===== config.mk =====
export PLATFORM = sky130hd
export DESIGN_NAME = imm_op_sequencer
export DESIGN_NICKNAME = d
export VERILOG_FILES = /design/src/rtl/imm_op_sequencer.sv
export SDC_FILE = /design/constraint.sdc
export NUM_CORES = 1
export LEC_CHECK = 0
export BUFFER_PORTS_ARGS = -buffer_cell sky130_fd_sc_hd__clkbuf_2
export CORE_UTILIZATION = 45
export CTS_CLUSTER_SIZE = 14
export DETAILED_ROUTE_END_ITERATION = 10
export PLACE_DENSITY = 0.87
export SYNTH_ARGS = -nofsm -noshare
export SYNTH_HDL_FRONTEND = slang
export SYNTH_SLANG_ARGS = --single-unit
export TNS_END_PERCENT = 50

===== constraint.sdc =====
create_clock -name clk -period 1.9 [get_ports clk]
set_clock_uncertainty 0.05 [all_clocks]
set_input_delay 0.19 -clock clk [delete_from_list [all_inputs] [get_ports clk]]
set_output_delay 0.19 -clock clk [all_outputs]
set_load 0.05 [all_outputs]

===== src/rtl/imm_op_sequencer.sv =====
// Multi-cycle sequencer for immediate-operand instructions: register read,
// ALU execute against the sign-extended imm8, then a single write-back.
module imm_op_sequencer #(
  parameter logic [3:0] OPC_ADDI = 4'h8,
  parameter logic [3:0] OPC_SUBI = 4'h9,
  parameter logic [3:0] OPC_LUI  = 4'hA,
  parameter logic [3:0] OPC_LLI  = 4'hB,
  parameter logic [2:0] ALU_ADD  = 3'b000,
  parameter logic [2:0] ALU_SUB  = 3'b001
) (
  input  logic        clk,
  input  logic        rst,
  input  logic        instr_valid,
  output logic        instr_ready,
  input  logic [15:0] instr,
  output logic [3:0]  rf_raddr,
  input  logic [15:0] rf_rdata,
  output logic        rf_we,
  output logic [3:0]  rf_waddr,
  output logic [15:0] rf_wdata,
  output logic [15:0] alu_a,
  output logic [15:0] alu_b,
  output logic [2:0]  alu_op,
  input  logic [15:0] alu_result,
  output logic [15:0] imm_ext,
  output logic        busy,
  output logic        done,
  output logic        illegal
);

  typedef enum logic [2:0] {S_IDLE, S_RD, S_EX, S_WB, S_ERR} state_e;

  state_e      state_q, state_d;
  logic [3:0]  opc_q, opc_d;
  logic [3:0]  rd_q, rd_d;
  logic [15:0] imm_ext_q, imm_ext_d;
  logic [15:0] wb_data_q, wb_data_d;
  logic        xfer;
  logic [15:0] instr_sext;

  assign xfer       = instr_valid && instr_ready;
  assign instr_sext = {{8{instr[7]}}, instr[7:0]};

  always_ff @(posedge clk or posedge rst) begin
    if (rst) begin
      state_q   <= S_IDLE;
      opc_q     <= '0;
      rd_q      <= '0;
      imm_ext_q <= '0;
      wb_data_q <= '0;
    end else begin
      state_q   <= state_d;
      opc_q     <= opc_d;
      rd_q      <= rd_d;
      imm_ext_q <= imm_ext_d;
      wb_data_q <= wb_data_d;
    end
  end

  always_comb begin
    state_d   = state_q;
    opc_d     = opc_q;
    rd_d      = rd_q;
    imm_ext_d = imm_ext_q;
    wb_data_d = wb_data_q;
    case (state_q)
      S_IDLE: begin
        if (xfer) begin
          opc_d     = instr[15:12];
          rd_d      = instr[11:8];
          imm_ext_d = instr_sext;
          if (instr[15:12] == OPC_ADDI || instr[15:12] == OPC_SUBI ||
              instr[15:12] == OPC_LUI) begin
            state_d = S_RD;
          end else if (instr[15:12] == OPC_LLI) begin
            // LLI needs no register read, so its result is known right away
            wb_data_d = instr_sext;
            state_d   = S_WB;
          end else begin
            state_d = S_ERR;
          end
        end
      end
      S_RD: state_d = S_EX;
      S_EX: begin
        wb_data_d = (opc_q == OPC_LUI) ? {imm_ext_q[7:0], rf_rdata[7:0]} : alu_result;
        state_d   = S_WB;
      end
      S_WB:    state_d = S_IDLE;
      S_ERR:   state_d = S_IDLE;
      default: state_d = S_IDLE;
    endcase
  end

  always_comb begin
    instr_ready = (state_q == S_IDLE) && !rst;
    busy        = (state_q != S_IDLE);
    rf_raddr    = '0;
    alu_a       = '0;
    alu_b       = '0;
    alu_op      = '0;
    rf_we       = 1'b0;
    rf_waddr    = '0;
    rf_wdata    = '0;
    done        = 1'b0;
    illegal     = 1'b0;
    imm_ext     = imm_ext_q;
    case (state_q)
      S_RD: rf_raddr = rd_q;
      S_EX: begin
        alu_a  = rf_rdata;
        alu_b  = imm_ext_q;
        alu_op = (opc_q == OPC_SUBI) ? ALU_SUB : ALU_ADD;
      end
      S_WB: begin
        rf_we    = 1'b1;
        rf_waddr = rd_q;
        rf_wdata = wb_data_q;
        done     = 1'b1;
      end
      S_ERR:   illegal = 1'b1;
      default: ;
    endcase
  end

endmodule


---- Word-level counts from Yosys, hierarchy flattened ----
Index checks and enable logic that the tools add are counted.
storage, ports and cells
  register bits ........................... 35
  output and inout bits ................... 80
  logic and storage cells ................. 46
  bits of input ports ..................... 51
cells by class
  multiplexer cells ....................... 18
  equality and inequality tests ........... 13
  reductions and logical operators ........ 10
operators with widths
  cell                  number
  $mux W16              7
  $pmux W16 S2          1
  $eq A4 B4 Y1 const B  6
  $mux W3               3
  $pmux W3 S3           1
  $mux W4               2
  $eq A3 B2 Y1 const B  2
  $ne A2 B2 Y1 const B  3
  $mux W1               4
  $reduce_and A4 Y1     1
  $eq A3 B1 Y1 const B  1
  $eq A3 B3 Y1 const B  1
  $logic_not A3 Y1      1
  $reduce_bool A3 Y1    1
  $logic_and A1 B1 Y1   2
  $logic_or A1 B1 Y1    2
  $reduce_and A2 Y1     1
  $reduce_bool A2 Y1    1
  $logic_not A1 Y1      1

---- Depth between registers and ports, before layout ----
Gate-level depths: netlist (run 1).
  depth after elaboration ................. 6
  mapped depth ............................ 6
  depth with buffers taken out ............ 3

---- Worst setup path after synthesis (run 1) ----
OpenSTA, ideal clock, no wires.
  kind .................................... reg2out
  from .................................... reg state_q[2]
  to ...................................... out illegal
  stages on the path, launching flop included .. 4
  setup slack ............................. -252 ps
  arrival ................................. 1912 ps
  data required time ...................... 1660 ps
  cell sequence ........................... dfrtp_1 > buf_6 > buf_2 > nor3b_1
on the way
  word-level cells in the longest chain between the ends .. 2
RTL lines
  element                   RTL line  source
  start: declaration        33        state_e state_q, state_d;
  start signal: assignment  52        state_q <= state_d;
  $eq A3 B3 Y1              108       case (state_q)
  $mux W1                   108
  end: declaration          28        output logic illegal
Every way passes these cells.

---- Worst setup path in the final report (run 1) ----
  from .................................... reg state_q[1]
  to ...................................... out rf_wdata[11]
on the way
  word-level cells in the longest chain between the ends .. 2
RTL lines
  element           RTL line  source
  $eq A3 B2 Y1      108
  $mux W16          108
  end: declaration  20        output logic [15:0] rf_wdata,
Every way passes these cells.

==> results of run 1 <==
==> registers in the layout (all words and copies together), names as in the netlist <==
name	flops
imm_ext	8
opc_q	4
rd_q	4
state_q	3
wb_data_q	16
==> routing by layer <==
layer	track usage, %	vias up
met1	28.2	1020
met3	4.95	8
met5	0	-
met4	7.82	0
li1	-	1021
met2	36.1	98
==> cells in the mapped netlist, types with 6 or more instances <==
master | number | share of area [%]
and2_1 | 49 | 13
dfrtp_1 | 35 | 36
nor4b_1 | 32 | 12
buf_4 | 19 | 5.9
mux2i_1 | 16 | 6.6
mux2_2 | 15 | 7.0
o211a_1 | 9 | 3.7
buf_2 | 8 | 1.7
o221a_2 | 7 | 3.3
buf_6 | 6 | 2.8
clkbuf_1 | 6 | 0.93
==> power by group through the flow <==
stage | combinational (mW) | clock, mW | sequential [mW]
2_1_floorplan | 3.31 | 0 | 1.63
3_3_place_gp | 4.23 | 0 | 1.44
3_5_place_dp | 4.30 | 0 | 1.46
4_1_cts | 4.45 | 0.523 | 1.46
5_1_grt | 4.86 | 0.563 | 1.51
6_report | 4.60 | 0.512 | 1.47
==> worst min path at each step <==
stage | startpoint | end | slack (ns) | depth (start not counted)
3_3_place_gp | rst | imm_ext[7] | 0.27 | 3
5_1_grt | instr[10] | rd_q[2] | 0.08 | 2
3_5_place_dp | rst | imm_ext[6] | 0.27 | 3
6_report | instr[9] | rd_q[1] | 0.09 | 2
2_1_floorplan | instr[0] | imm_ext[0] | 0.27 | 1
4_1_cts | instr[9] | rd_q[1] | 0.09 | 2
==> cells by family (layout without fill, tap and decap cells) <==
group | after synthesis | count (layout) | share of synthesized area (%)
compound gates | 18 | 18 | 7.62
buf+inv | 42 | 154 | 11.8
flops | 35 | 35 | 36.3
mux | 32 | 32 | 14.1
other cells | 1 | 2 | 0.155
simple gates | 99 | 99 | 30.1
==> worst register-to-register path: stages, from the launching register on <==
cell	delay (ns)
dfrtp_1	0.42
buf_12	0.17
nor3_4	0.18
nand2_2	0.29
mux2_1	0.40
==> placed cells by master, fill, tap and decap left out, types with 5 or more instances in the layout <==
cell type,count
o211a_1,9
and2_1,46
dfrtp_1,33
clkbuf_4,10
buf_12,7
mux2_2,15
o221a_2,7
nor4b_1,32
buf_2,5
mux2i_1,16
buf_6,14
buf_4,36
clkbuf_2,70
clkbuf_8,5
==> final cells by class <==
cell class                 count  share of cell area [%]
timing repair buffer         144                    30.8
clock buffer                   7                    2.25
multi-input combinational    151                    38.1
tap                           70                    2.58
clock inverter                 1                   0.148
inverter                       2                   0.221
sequential                    35                    25.9
==> metrics by stage <==
stage	instances	hold slack (ns)
4_1_cts	409	0.0868
3_3_place_gp	400	0.271
3_5_place_dp	400	0.274
2_1_floorplan	228	0.272
5_1_grt	410	0.0847
6_report	410	0.0940
==> timing repair <==
action,in CTS,in global routing
hold buffers,1,0
setup endpoints to repair,43,59
gates resized for setup,41,83
endpoints found under the hold margin,35,0
buffers inserted,0,1
==> metrics, run 1 <==
status complete, no violations; IO Pins 131; CTS tree done; post-DP HPWL 4450 um; buffer depth of the longest clock path 2; ys flop type dfrtp_1; Worst Reg-to-Reg Cells 4; top sig layer met4; reg2reg start state_q[1]; Synth cell types 31; pin count of the biggest net entering global routing 36; worst reg-to-reg setup slack 0.26 ns; GRT overflow 0; Gate Count Post-Synth 227; Worst path top cell family by delay buffers and inverters; row count 26; crit path from state_q[1]; Most Frequent Cell on Critical Path buf_12; Worst R2R End imm_ext[0]; setup TNS 0 ns; Levels on crit path 5; drt first-iter violations 83; leak pwr 1.59 nW; TritonRoute pass-1 iters 4; Sw Share 53.8%; Critical-path top delay cell dfrtp_1; drt via density 5.24; Fillers 405; Worst Setup End Kind output pin; first-pass GRT wire length 9340 um; share of cells above drive strength 1 53.8%; via count 2147; Util after Layout 66.0%; Mean Syn Cell Area 10.6 um2; post-placement cell area 0.00309 mm2; Overall Global Routing Usage 21.8%; DR WL met3 393 um; layout overhead on the synthesized area 40.4%; Routed met2 length 3110 um; WL/cell 15.3 um; met1 WL 2680 um; core box area 0.00514 mm2; Final Hold Fails 0; CP required 1.66 ns; # port buffers 128; Routability Congestion 0.818; multi-input logic area 0.00129 mm2; Layout Nets 390; worst setup path end rf_wdata[11]; Max Cap Viol 0; CTS sink cnt 35; #FFs+latches synth 35; Buffers & Inverters on Critical Path 3; Die Area 0.00566 mm2; Period minus WS final 1.85 ns; Antenna Nets Post-Route 0; H-tree levels 2; starting density of the core 47.0%; vias in the first global route 1955; Worst IR Drop VDD 932 uV; Setup WS pre-CTS 0.182 ns; Die Span Y 75.3 um; cell area power density 1940 mW/mm2; RSZ-0062 raised after global routing yes; register area share after synthesis 36.3%; Post-Syn Area 0.00241 mm2; CP Class flip-flop to output pin; clk_lat worst skew 0.28 ns; final setup vio count 0; YS warnings 0; CTS root buffer clkbuf_8; Worst EP arrival 1.61 ns; CP max stage delay 0.42 ns; EDFF count, synth 0; crit path cell chain buf_12, and3b_2, buf_8, and2_1, buf_12; internal power 3.04 mW; drt drc 0; Comb pwr share 69.9%; register share of total power 22.3%; Tightest Hold Check Type input pin to flip-flop; Final Instance Area 0.00339 mm2; FFs w/ async S/R, synth 100%; initial antenna violation count 0; CP Launch Type flip-flop; switching pwr 3.54 mW; Die Wd 75.3 um; Max Slew Vio Count 0; CTS buffer count 5; post-layout worst setup margin 0.0490 ns; Routed WL 6260 um; total power 6.58 mW; Reg clk slew, reported paths 0.07 ns; clock share of power 7.8%; critical path peak fanout 27; Final period util 97.4%; Seq. cell area 878 um2; Fmax 0.540 GHz; ANT cells 0
No activity file was read; power rests on OpenSTA's default activity.
==> run 2, diff against run 1 <==
BUFFER_PORTS_ARGS = -buffer_cell sky130_fd_sc_hd__buf_2   (was -buffer_cell sky130_fd_sc_hd__clkbuf_2)
HOLD_SLACK_MARGIN = 0.1   (was not set)
PLACE_DENSITY = 0.81   (was 0.87)
==> run 2 against run 1 <==
Effect of this change: via count increased by 3.4%; worst setup slack better by 0.013 ns; maximum frequency increased by 0.72%; critical path depth shrank 1; sequential cell count is the same; highest routed layer unchanged.
==> metrics, run 2 (synthesis gave the netlist of run 1 again) <==
final setup vio count 0 (unchanged); Die Area 0.00566 mm2 (unchanged); reg2reg start state_q[0]; clk_lat worst skew 0.30 ns (+0.02 ns); Layout Nets 402 (+3.1%); starting density of the core 47.0% (unchanged); global routing usage on met1 29.8% (+1.6 points); via count 2220 (+3.4%); internal power 2.97 mW (-2.3%); row count 26 (unchanged); GRT busiest layer met2; commonest non-fill, non-tap cells in the layout buf_2 (77), and2_1 (48), buf_4 (45); Worst EP arrival 1.60 ns (about the same); Hold WS 0.105 ns (+0.0112 ns); WHS Path Cells 2 (unchanged); Routed WL 6560 um (+4.9%); CP Class flip-flop to output pin; worst reg-to-reg setup slack 0.15 ns (-0.11 ns); post-layout worst setup margin 0.0622 ns (+0.0132 ns); Reg clk slew, reported paths 0.08 ns (about the same); GRT overflow 0 (unchanged); Die Wd 75.3 um (unchanged); Util after Layout 66.5% (+0.49 points); Max Cap Viol 0 (unchanged); cell area power density 1910 mW/mm2 (-1.6%); Worst IR Drop VDD 929 uV (-0.31%); Max Slew Vio Count 0 (unchanged); H-tree levels 2 (unchanged); total power 6.52 mW (-0.85%); WL/cell 15.5 um (+1.9%); Comb pwr share 69.2% (-0.7 points); Worst Reg-to-Reg Cells 4 (unchanged); CTS tree done; share of cells above drive strength 1 52.3% (-1.6 points); Setup WS pre-CTS 0.194 ns (+0.0116 ns); Die Span Y 75.3 um (unchanged); leak pwr 1.61 nW (+0.82%); IO Pins 131 (unchanged); Overall Global Routing Usage 22.9% (+1.1 points); drt first-iter violations 59 (-29%); Tightest Hold Check Type input pin to flip-flop; Antenna Nets Post-Route 0 (unchanged); Fmax 0.544 GHz (+0.72%); Final period util 96.7% (-0.70 points); first-pass GRT wire length 9520 um (+1.9%); Final Instance Area 0.00342 mm2 (+0.74%); CP required 1.66 ns (about the same); placed insts 398 (-0.50%); met3 GRT Util 4.95% (unchanged); drt via density 5.26 (+0.46%); critical path peak fanout 7 (-74%); layout overhead on the synthesized area 41.5%; Final Hold Fails 0 (unchanged); status complete, no violations; register share of total power 22.3% (about the same); drt drc 0 (unchanged); RSZ-0062 raised after global routing yes; pin count of the biggest net entering global routing 36 (unchanged); post-DP HPWL 4360 um (-2.1%); max FFs per register 16 (unchanged); worst hold start instr[15]; post-placement cell area 0.00301 mm2 (-2.6%); CTS sink cnt 35 (unchanged); clock share of power 8.5% (+0.7 points); switching pwr 3.55 mW (+0.38%); non-filler instance count after layout 422 (+2.9%); met2 Use GR 38.5% (+2.4 points); ANT cells 0 (unchanged); vias in the first global route 1926 (-1.5%); # port buffers 128 (unchanged); Sw Share 54.5% (+0.66 points); CP Launch Type flip-flop; Worst R2R End imm_ext[0]; Worst Hold End opc_q[3]; CTS root buffer clkbuf_8; Fillers 447 (+10%); initial antenna violation count 0 (unchanged); Period minus WS final 1.84 ns (-0.0132 ns); commonest non-fill, non-tap cell in the layout buf_2; Worst Setup End Kind output pin; CTS buffer count 5 (unchanged); core box area 0.00514 mm2 (unchanged); buffer depth of the longest clock path 2 (unchanged); setup TNS 0 ns (unchanged); Routability Congestion 0.745 (-8.9%); TritonRoute pass-1 iters 4 (unchanged); Most flops, register wb_data_q
==> run 2: worst max-delay path by stage <==
stage          slack, ns        from          end  depth (start not counted)
2_1_floorplan      -0.06  imm_ext[7]    alu_b[10]                          2
3_3_place_gp        0.23  state_q[0]  rf_raddr[3]                          5
3_5_place_dp        0.19  state_q[0]  rf_raddr[1]                          5
4_1_cts            -0.02  state_q[2]      illegal                          3
5_1_grt            -0.02  state_q[2]  rf_wdata[3]                          4
6_report            0.06  state_q[2]  rf_wdata[1]                          4
==> run 2: critical path, stage by stage, from the launching register on <==
cell     delay (ns)
dfrtp_2        0.49
and3b_1        0.28
buf_4          0.15
and2_1         0.12
buf_2          0.25
==> run 2: timing repair <==
action                     CTS  global route
setup endpoints to repair   35            56
setup buffers                0             3
pin swaps                    0             1
gates resized for setup     36            26
hold buffers                11             1
hold endpoints to repair    45             1
gates cloned                 0             1
==> run 2: final cells by class <==
cell class                 instances  area (um2)  area share [%]
multi-input combinational        151        1290            37.7
inverter                           2        7.51           0.220
sequential                        35         880            25.8
clock inverter                     3        20.0           0.586
tap                               70        87.6            2.56
timing repair buffer             156        1070            31.2
clock buffer                       5        68.8            2.01
==> run 2: power groups by stage <==
stage	Combinational (mW)	Sequential [mW]	Clock, mW
after floorplan	3.31	1.63	0
after global placement	4.13	1.43	0
after detailed placement	4.19	1.44	0
after CTS	4.34	1.43	0.562
after global routing	4.77	1.51	0.604
final	4.51	1.45	0.555
==> run 2: metal layers <==
layer	share of wire [%]	wire, um	vias up
met3	5.9	385	7
li1	-	-	1045
met2	50	3260	91
met5	0	0	-
met4	0.88	58	0
met1	44	2860	1077
